==> src/rtl/lights_pkg.sv <==
// Shared constants and types for the RGB light decoder: channel levels,
// colour code width and the lock FSM encoding.
package lights_pkg;

    localparam logic [7:0] CHAN_OFF = 8'h00;
    localparam logic [7:0] CHAN_ON  = 8'hFF;
    localparam int         COLOUR_W = 3;

    typedef enum logic {
        ST_EMPTY  = 1'b0,
        ST_LOCKED = 1'b1
    } state_e;

    // A channel is only meaningful when it is fully off or fully on.
    function automatic logic chan_is_level(input logic [7:0] chan);
        return (chan == CHAN_OFF) || (chan == CHAN_ON);
    endfunction

endpackage

==> src/rtl/light_decoder_if.sv <==
// Bus between the RGB selector/consumer side and the light decoder.
interface light_decoder_if;

    logic [23:0]                     light;
    logic                            sample_en;
    logic [lights_pkg::COLOUR_W-1:0] colour;
    logic                            valid;
    logic                            error;
    logic                            change;
    logic [7:0]                      change_count;

    modport master (
        output light, sample_en,
        input  colour, valid, error, change, change_count
    );

    modport slave (
        input  light, sample_en,
        output colour, valid, error, change, change_count
    );

endinterface

==> src/rtl/rgb_classify.sv <==
// Combinational classifier: maps a 24-bit RGB word onto a 3-bit colour code
// and flags words whose channels are not cleanly off or on.
module rgb_classify
    import lights_pkg::*;
(
    input  logic [23:0]         light,
    output logic [COLOUR_W-1:0] code,
    output logic                invalid
);

    assign code = {light[23:16] == CHAN_ON, light[15:8] == CHAN_ON, light[7:0] == CHAN_ON};

    assign invalid = !(chan_is_level(light[23:16]) &&
                       chan_is_level(light[15:8])  &&
                       chan_is_level(light[7:0]));

endmodule

==> src/rtl/light_decoder.sv <==
// Debounces a sampled RGB word into a committed colour: a colour must be seen
// STABLE_COUNT times in a row to commit, FAULT_LIMIT invalid samples drop lock.
module light_decoder
    import lights_pkg::*;
#(
    parameter int unsigned STABLE_COUNT = 4,
    parameter int unsigned FAULT_LIMIT  = 3
) (
    input  logic           clk,
    input  logic           rst,
    light_decoder_if.slave bus
);

    localparam logic [3:0] RUN_MAX   = 4'(STABLE_COUNT);
    localparam logic [3:0] FAULT_MAX = 4'(FAULT_LIMIT);

    logic [23:0]         light_q;
    logic                loaded_q;
    logic [COLOUR_W-1:0] candidate_q, candidate_d;
    logic [3:0]          run_q, run_d;
    logic [3:0]          fault_q, fault_d;
    state_e              state_q;
    logic [COLOUR_W-1:0] colour_q;
    logic                valid_q;
    logic                error_q;
    logic                change_q;
    logic [7:0]          count_q;

    logic [COLOUR_W-1:0] code;
    logic                invalid;
    logic                eval;
    logic                commit;
    logic                drop;

    rgb_classify u_classify (
        .light   (light_q),
        .code    (code),
        .invalid (invalid)
    );

    // loaded_q keeps the cleared capture register from being judged as black.
    assign eval = bus.sample_en && loaded_q;

    always_comb begin
        // NOTE: every next-state value gets a default first so no path infers a latch.
        candidate_d = candidate_q;
        run_d       = run_q;
        fault_d     = fault_q;
        if (eval) begin
            if (invalid) begin
                run_d = '0;
                if (fault_q != FAULT_MAX) begin
                    fault_d = fault_q + 4'd1;
                end
            end else begin
                fault_d = '0;
                if (code != candidate_q) begin
                    candidate_d = code;
                    run_d       = 4'd1;
                end else if (run_q != RUN_MAX) begin
                    run_d = run_q + 4'd1;
                end
            end
        end
    end

    // Commit only on the edge the run arrives at RUN_MAX, never while it sits there.
    assign commit = eval && !invalid && (run_d == RUN_MAX) &&
                    ((run_q != RUN_MAX) || (code != candidate_q));
    assign drop   = eval && invalid && (fault_d == FAULT_MAX) && (fault_q != FAULT_MAX);

    always_ff @(posedge clk) begin
        // NOTE: sequential state uses <= so every flop samples pre-edge values.
        if (rst) begin
            light_q     <= '0;
            loaded_q    <= 1'b0;
            candidate_q <= '0;
            run_q       <= '0;
            fault_q     <= '0;
            state_q     <= ST_EMPTY;
            colour_q    <= '0;
            valid_q     <= 1'b0;
            error_q     <= 1'b0;
            change_q    <= 1'b0;
            count_q     <= '0;
        end else begin
            if (bus.sample_en) begin
                light_q  <= bus.light;
                loaded_q <= 1'b1;
            end
            candidate_q <= candidate_d;
            run_q       <= run_d;
            fault_q     <= fault_d;
            error_q     <= eval && invalid;
            change_q    <= 1'b0;

            case (state_q)
                ST_EMPTY: begin
                    if (commit) begin
                        state_q  <= ST_LOCKED;
                        colour_q <= code;
                        valid_q  <= 1'b1;
                    end
                end
                ST_LOCKED: begin
                    if (drop) begin
                        state_q <= ST_EMPTY;
                        valid_q <= 1'b0;
                    end else if (commit && (code != colour_q)) begin
                        colour_q <= code;
                        change_q <= 1'b1;
                        if (count_q != 8'hFF) begin
                            count_q <= count_q + 8'd1;
                        end
                    end
                end
                default: begin
                    state_q <= ST_EMPTY;
                    valid_q <= 1'b0;
                end
            endcase
        end
    end

    assign bus.colour       = colour_q;
    assign bus.valid        = valid_q;
    assign bus.error        = error_q;
    assign bus.change       = change_q;
    assign bus.change_count = count_q;

endmodule

==> src/flat_wrapper.sv <==
// flat-port wrapper written by rule: the top's interface ports become plain ports
module light_decoder_flat import lights_pkg::*;
#(
    parameter int unsigned STABLE_COUNT = 4,
    parameter int unsigned FAULT_LIMIT  = 3
)
  (clk, rst, bus_light, bus_sample_en, bus_colour, bus_valid, bus_error, bus_change, bus_change_count);
  light_decoder_if bus_i ();
  input  logic clk;
  input  logic rst;
  input wire logic [$bits(bus_i.light)-1:0] bus_light;
  input wire logic [$bits(bus_i.sample_en)-1:0] bus_sample_en;
  output wire logic [$bits(bus_i.colour)-1:0] bus_colour;
  output wire logic [$bits(bus_i.valid)-1:0] bus_valid;
  output wire logic [$bits(bus_i.error)-1:0] bus_error;
  output wire logic [$bits(bus_i.change)-1:0] bus_change;
  output wire logic [$bits(bus_i.change_count)-1:0] bus_change_count;
  assign bus_i.light = bus_light;
  assign bus_i.sample_en = bus_sample_en;
  assign bus_colour = bus_i.colour;
  assign bus_valid = bus_i.valid;
  assign bus_error = bus_i.error;
  assign bus_change = bus_i.change;
  assign bus_change_count = bus_i.change_count;
  light_decoder #(.STABLE_COUNT(STABLE_COUNT), .FAULT_LIMIT(FAULT_LIMIT)) u_core (.clk(clk), .rst(rst), .bus(bus_i));
endmodule
==> config.mk <==
export PLATFORM = sky130hd
export DESIGN_NAME = light_decoder_flat
export DESIGN_NICKNAME = d
export VERILOG_FILES = /design/src/rtl/lights_pkg.sv /design/src/rtl/light_decoder_if.sv /design/src/rtl/rgb_classify.sv /design/src/rtl/light_decoder.sv /design/src/flat_wrapper.sv
export SDC_FILE = /design/constraint.sdc
export NUM_CORES = 1
export LEC_CHECK = 0
export ABC_AREA = 1
export ABC_CLOCK_PERIOD_IN_PS = 1900
export BUFFER_PORTS_ARGS = -buffer_cell sky130_fd_sc_hd__buf_2
export CAP_MARGIN = 5
export CORE_MARGIN = 2
export CORE_UTILIZATION = 50
export CTS_CLUSTER_SIZE = 30
export DETAILED_ROUTE_END_ITERATION = 16
export GPL_TIMING_DRIVEN = 0
export PLACE_DENSITY = 0.75
export SLEW_MARGIN = 10
export SYNTH_ARGS = -nofsm -noshare
export SYNTH_HDL_FRONTEND = slang
export SYNTH_HIERARCHICAL = 1
export SYNTH_SLANG_ARGS = --single-unit
==> constraint.sdc <==
create_clock -name clk -period 1.9 [get_ports clk]
set_input_delay 0.285 -clock clk [delete_from_list [all_inputs] [get_ports clk]]
set_output_delay 0.285 -clock clk [all_outputs]
set_load 0.01 [all_outputs]
==> results of run 1 <==
==> through the flow <==
stage                     utilization  setup TNS (ps)  power [mW]
after global placement         0.5891           -2185       1.327
final                          0.6636           -1091       2.196
after global routing           0.6636           -3259       2.293
after CTS                      0.6475           -1155       2.222
after detailed placement       0.5891           -2671       1.331
after floorplan                     -          -34.33       1.272
==> path summary, 6_finish.rpt <==
check                           from                    endpoint
setup reg to reg  u_core/light_q[19]  u_core/bus.change_count[6]
hold / removal         bus_light[12]          u_core/light_q[12]
hold reg to reg     u_core/bus.valid            u_core/bus.valid
setup / recovery  u_core/light_q[19]  u_core/bus.change_count[6]
==> sequential cells by signal, summed over array words and instances (netlist names) <==
signal / flops
u_core/bus.valid: 1
u_core/candidate_q: 3
u_core/fault_q: 4
u_core/bus.error: 1
u_core/loaded_q: 1
u_core/bus.colour: 3
u_core/run_q: 4
u_core/bus.change: 1
u_core/state_q: 1
u_core/light_q: 24
u_core/bus.change_count: 8
==> where the power goes <==
part | total [mW] | internal [mW] | switching, mW
logic | 0.175 | 0.0698 | 0.105
clock network | 0.877 | 0.526 | 0.351
registers | 1.14 | 1.12 | 0.0284
==> cell type report <==
class,instances,share of cell area
flip-flops and latches,51,0.3276
multi-input cells,278,0.4415
clock buffers,6,0.02270
plain buffers,13,0.02114
clock inverters,2,0.01879
inverters,38,0.04579
repair buffers,53,0.09628
well taps,67,0.02622
==> worst min-delay path: stages <==
cell and delay [ps]:
buf_2 70, nor2_1 30, nor2_1 80
==> cells by family after synthesis <==
kind of cell	after synthesis	synth area share
simple gates	217	0.3608
buf+inv	51	0.08181
compound gates	51	0.1148
xor+xnor	6	0.02070
flops	51	0.4022
fa+ha+maj	4	0.01971
==> placed cells by master (no fill, tap or decap), types with 2 or more instances in the layout <==
cell type | Yosys | final
dfxtp_1 | 51 | 30
buf_1 | 3 | 3
buf_6 | 1 | 3
nand2_2 | 0 | 4
o21ai_2 | 1 | 5
nand3_1 | 22 | 15
nand4_1 | 2 | 2
xor2_1 | 3 | 3
nor2_2 | 2 | 3
bufinv_16 | 0 | 2
inv_2 | 3 | 7
buf_2 | 0 | 39
nor3_1 | 2 | 2
a21oi_2 | 6 | 7
xnor2_1 | 3 | 3
clkbuf_1 | 6 | 7
buf_4 | 2 | 14
nand3_2 | 2 | 9
dfxtp_2 | 0 | 21
ha_1 | 4 | 4
inv_1 | 34 | 29
nor2_1 | 104 | 101
o21ai_1 | 4 | 2
a21oi_1 | 6 | 5
nor2_4 | 1 | 3
clkbuf_8 | 0 | 5
o21ai_0 | 32 | 29
nand2_1 | 79 | 75
==> routing by layer <==
metal / vias to the layer above / part of all wire / GRT usage
met5: - / 0 / 0
met4: 0 / 0.0085 / 0.05068
met3: 4 / 0.056 / 0.05221
met2: 59 / 0.46 / 0.3441
met1: 1073 / 0.47 / 0.2613
li1: 1310 / - / -
==> what timing repair did <==
action / in CTS / in global routing
endpoints found under the setup margin: 13 / 14
resized for setup: 28 / 22
buffers inserted: 9 / 4
cloned: 1 / 0
pin swaps: 13 / 11
hold endpoints to repair: 0 / 0
==> Yosys cell counts, drive strengths merged <==
| master | instances | area (um2) |
|---|---|---|
| inv | 37 | 138.9 |
| nand3 | 24 | 130.1 |
| dfxtp | 51 | 1021 |
| xor2 | 3 | 26.28 |
| clkinv | 1 | 3.750 |
| a21oi | 12 | 82.58 |
| clkbuf | 7 | 27.52 |
| nor2 | 108 | 434.2 |
| o21ai | 37 | 188.9 |
| o211ai | 1 | 7.510 |
| nand4 | 3 | 33.78 |
| nand2 | 80 | 307.8 |
| ha | 4 | 50.05 |
| buf | 6 | 37.53 |
| xnor2 | 3 | 26.28 |
| nor3 | 2 | 10.01 |
| a31oi | 1 | 12.51 |
==> flow_summary.json, run 1 <==
{
  "nets": 471,
  "detail_route.first_pass.iterations": 4,
  "grt_max_degree": 16,
  "antenna_found_initial": 0,
  "cts.clk_slew.worst_paths_ps": 90,
  "overflow": 0,
  "io_buffers": 39,
  "grt_pass1_wl_um": 8990,
  "path_cells": "nand2_1, nor2_1, nand2_1, o21ai_2, nand3_2, nor2_8, inv_4, a31oi_4, nand3_2, clkinv_2, nand4_4, nor2_4, buf_6, nand3_2, nand2_1, nor2_1",
  "clock_path_buffers": 2,
  "htree_num_levels": 2,
  "clock_sinks": 51,
  "clock.fmax_mhz": 489.8,
  "timing.max_cap.violations": 0,
  "ir_worst_vdd_uv": 491.2,
  "final_cell_area_um2": 3197,
  "dp_cells": 486,
  "fin_hold_ws_ps": 197.3,
  "dp_hpwl_um": 3747,
  "dieWidth_um": 75.26,
  "post-place-ws_ps": -316.4,
  "p_leak_nw": 1.499,
  "worstHoldPathType": "primary input to flop",
  "tightest_slew_ps": 518.6,
  "path_delay_family": "simple AND/OR/NAND/NOR gates",
  "start_util": 0.5270,
  "crit_buf_inv": 3,
  "endpoint_kind": "flop",
  "fin_crit_ps": 2042,
  "yosysUniqueCellTypes": 30,
  "setup_viol": 11,
  "die_height_um": 75.26,
  "multi_input_area_um2": 1411,
  "grt_pass1_vias": 2114,
  "holdBufCountCts": 0,
  "clock_latency_ps": 300,
  "crit_fanout": 5,
  "wl_um": 5501,
  "finalCritPeriodShare": 1.074,
  "timing.final.ws_setup_ps": -141.5,
  "critical_path.slowest_cell": "dfxtp_2",
  "synth.avg_cell_area_um2": 6.681,
  "cts_made_buffers": 5,
  "power.density_nw_per_um2": 686.8,
  "yosysSeqAreaShare": 0.4022,
  "yosysWarnings": 6,
  "area_growth_pct": 25.92,
  "drive_above_1_share": 0.2948,
  "n_antenna_cell": 0,
  "drtAntennaViolNets": 0,
  "crit_required_ps": 2110,
  "timing.slew.headroom": 0.6543,
  "vias_per_cell": 4.815,
  "regArea_um2": 1047,
  "violations": "negative setup slack",
  "wl_per_cell_um": 10.83,
  "cts_root_buf": "clkbuf_8",
  "placed_cell_area_um2": 2838,
  "finClkSkew_ps": 7.025,
  "outcome": "complete, but fails checks",
  "cts_tree": "yes",
  "drc": 0,
  "r2r_setup_slack_ps": -140,
  "pin_count": 41,
  "fin_cells": 508,
  "placeableCoreArea_um2": 4817,
  "n_fill_cell": 445,
  "drt_iter0_drc": 101,
  "path_depth": 16,
  "syn_inst": 380,
  "syn_nets": 411,
  "vias": 2446,
  "rsz0062_at_grt": "true",
  "mappedNetlistArea_um2": 2539,
  "path_class": "flop to flop",
  "placementRows": 25,
  "die-area_um2": 5663,
  "r2r.worst_path.cells": 16,
  "synth-seq-cells": 51,
  "startpoint_type": "flop",
  "grt.total_usage": 0.2038,
  "cp.arrival_ps": 2250,
  "hold_viol": 0,
  "place.gp.congestion": 0.8860,
  "slew_violations": 0,
  "max_stage_delay_ps": 340,
  "hold_depth": 3
}
No activity file was read; power rests on OpenSTA's default activity.
==> inputs of run 2 (changes only) <==
- SETUP_SLACK_MARGIN: not set -> 0.05
==> flow_summary.json, run 2 (synthesis gave the netlist of run 1 again) <==
{
  "grt_pass1_wl_um": 9604,
  "finClkSkew_ps": 9.663,
  "largest_register_ffs": 24,
  "antenna_found_initial": 0,
  "cts_made_buffers": 5,
  "tightest_slew_ps": 546.3,
  "critical_path.slowest_cell": "dfxtp_2",
  "final_cell_area_um2": 3182,
  "n_antenna_cell": 0,
  "endpoint_kind": "flop",
  "slew_violations": 0,
  "timing.slew.headroom": 0.6358,
  "final_cell_mix": "101 x nor2_1, 73 x nand2_1, 39 x buf_2, 30 x inv_1, 30 x o21ai_0",
  "top_register": "u_core/light_q",
  "io_buffers": 39,
  "vias": 2463,
  "wl_um": 5626,
  "hold_viol": 0,
  "fin_crit_ps": 2062,
  "use_met3": 0.04284,
  "crit_fanout": 5,
  "drt_iter0_drc": 180,
  "rsz0062_at_grt": "true",
  "cts.clk_slew.worst_paths_ps": 90,
  "finalCritPeriodShare": 1.085,
  "cts_tree": "yes",
  "overflow": 0,
  "cp_common_cell": "nand2_1",
  "timing.max_cap.violations": 0,
  "grt_pass1_vias": 2246,
  "clock_sinks": 51,
  "die-area_um2": 5663,
  "use_met1": 0.2913,
  "grt.total_usage": 0.2177,
  "fin_hold_ws_ps": 202.5,
  "crit_required_ps": 2100,
  "cp.arrival_ps": 2260,
  "busiest_layer": "met2",
  "drc": 0,
  "fin_tns_setup_ps": -1271,
  "path_cells": "nand2_1, nor2_1, nand2_1, o21ai_2, nand3_4, nor2_8, inv_4, a31oi_4, nand3_2, clkinv_2, nand4_4, nor2_4, buf_6, nand3_2, nand2_1, nor2_1",
  "startpoint_type": "flop",
  "start_util": 0.5270,
  "power.density_nw_per_um2": 613.2,
  "place.gp.congestion": 0.8807,
  "cts_root_buf": "clkbuf_8",
  "dieWidth_um": 75.26,
  "final_common_cell": "nor2_1",
  "htree_num_levels": 2,
  "regArea_um2": 1050,
  "wl_per_cell_um": 11.10,
  "placementRows": 25,
  "die_height_um": 75.26,
  "pin_count": 41,
  "placed_cell_area_um2": 2841,
  "holdBufCountCts": 0,
  "ir_worst_vdd_uv": 386.6,
  "p_leak_nw": 1.487,
  "path_class": "flop to flop",
  "nets": 471,
  "timing.final.ws_setup_ps": -162.1,
  "multi_input_area_um2": 1426,
  "grt_max_degree": 15,
  "vias_per_cell": 4.858,
  "outcome": "complete, but fails checks",
  "max_stage_delay_ps": 350,
  "detail_route.first_pass.iterations": 4,
  "violations": "negative setup slack",
  "post-route-util": 0.6605,
  "met2_usage": 0.3616,
  "setup_viol": 11,
  "clock_latency_ps": 300,
  "power.total_mw": 1.951,
  "worstHoldPathType": "primary input to flop",
  "drive_above_1_share": 0.3000,
  "placeableCoreArea_um2": 4817,
  "drtAntennaViolNets": 0,
  "area_growth_pct": 25.33,
  "n_fill_cell": 454,
  "dp_hpwl_um": 3838,
  "clock.fmax_mhz": 484.9,
  "clock_path_buffers": 2
}
## run 2: worst paths after layout
path / start / end / slack [ps] / cells after the start
setup / recovery: u_core/light_q[14] / u_core/bus.change_count[7] / -160 / 16
hold / removal: bus_light[5] / u_core/light_q[5] / 200 / 3
setup reg to reg: u_core/light_q[14] / u_core/bus.change_count[7] / -160 / 16
hold reg to reg: u_core/bus.valid / u_core/bus.valid / 450 / 2
## run 2: routing by layer
layer | part of all wire | up-vias
met5 | 0 | -
met4 | 0.0034 | 0
met3 | 0.041 | 2
met2 | 0.49 | 47
met1 | 0.47 | 1113
li1 | - | 1301
## run 2: final cells by class
class	instances	share of cell area
Buffer	13	0.02123
Clock buffer	6	0.02595
Clock inverter	1	0.001573
Inverter	38	0.04601
Multi-Input combinational cell	278	0.4483
Sequential cell	51	0.3299
Tap cell	67	0.02635
Timing Repair Buffer	53	0.1007
## run 2: power breakdown
| group | internal, mW | switching [mW] | total, mW |
|---|---|---|---|
| Sequential | 1.12 | 0.0289 | 1.14 |
| Clock | 0.286 | 0.341 | 0.628 |
| Combinational | 0.0698 | 0.109 | 0.179 |
## run 2: critical path: cells and delay by family (launching register included)
kind	cells	cell delay, ps
buffers and inverters	3	270
AOI/OAI and AO/OA	2	250
DFF	1	350
and+or+nand+nor	11	1100
## run 2: what timing repair did
item                       4_1_cts  5_1_grt
pin swaps                       15       12
hold endpoints to repair         0        0
cloned                           1        0
setup endpoints to repair       13       14
gates resized for setup         29       21
setup buffers                    7        6
## run 2: metrics by stage
step / setup WS [ps] / cells
finish: -162.1 / 507
global route: -316.3 / 507
CTS: -147.8 / 501
detailed placement: -306.1 / 486
global placement: -302.5 / 486
floorplan: -21.39 / 380
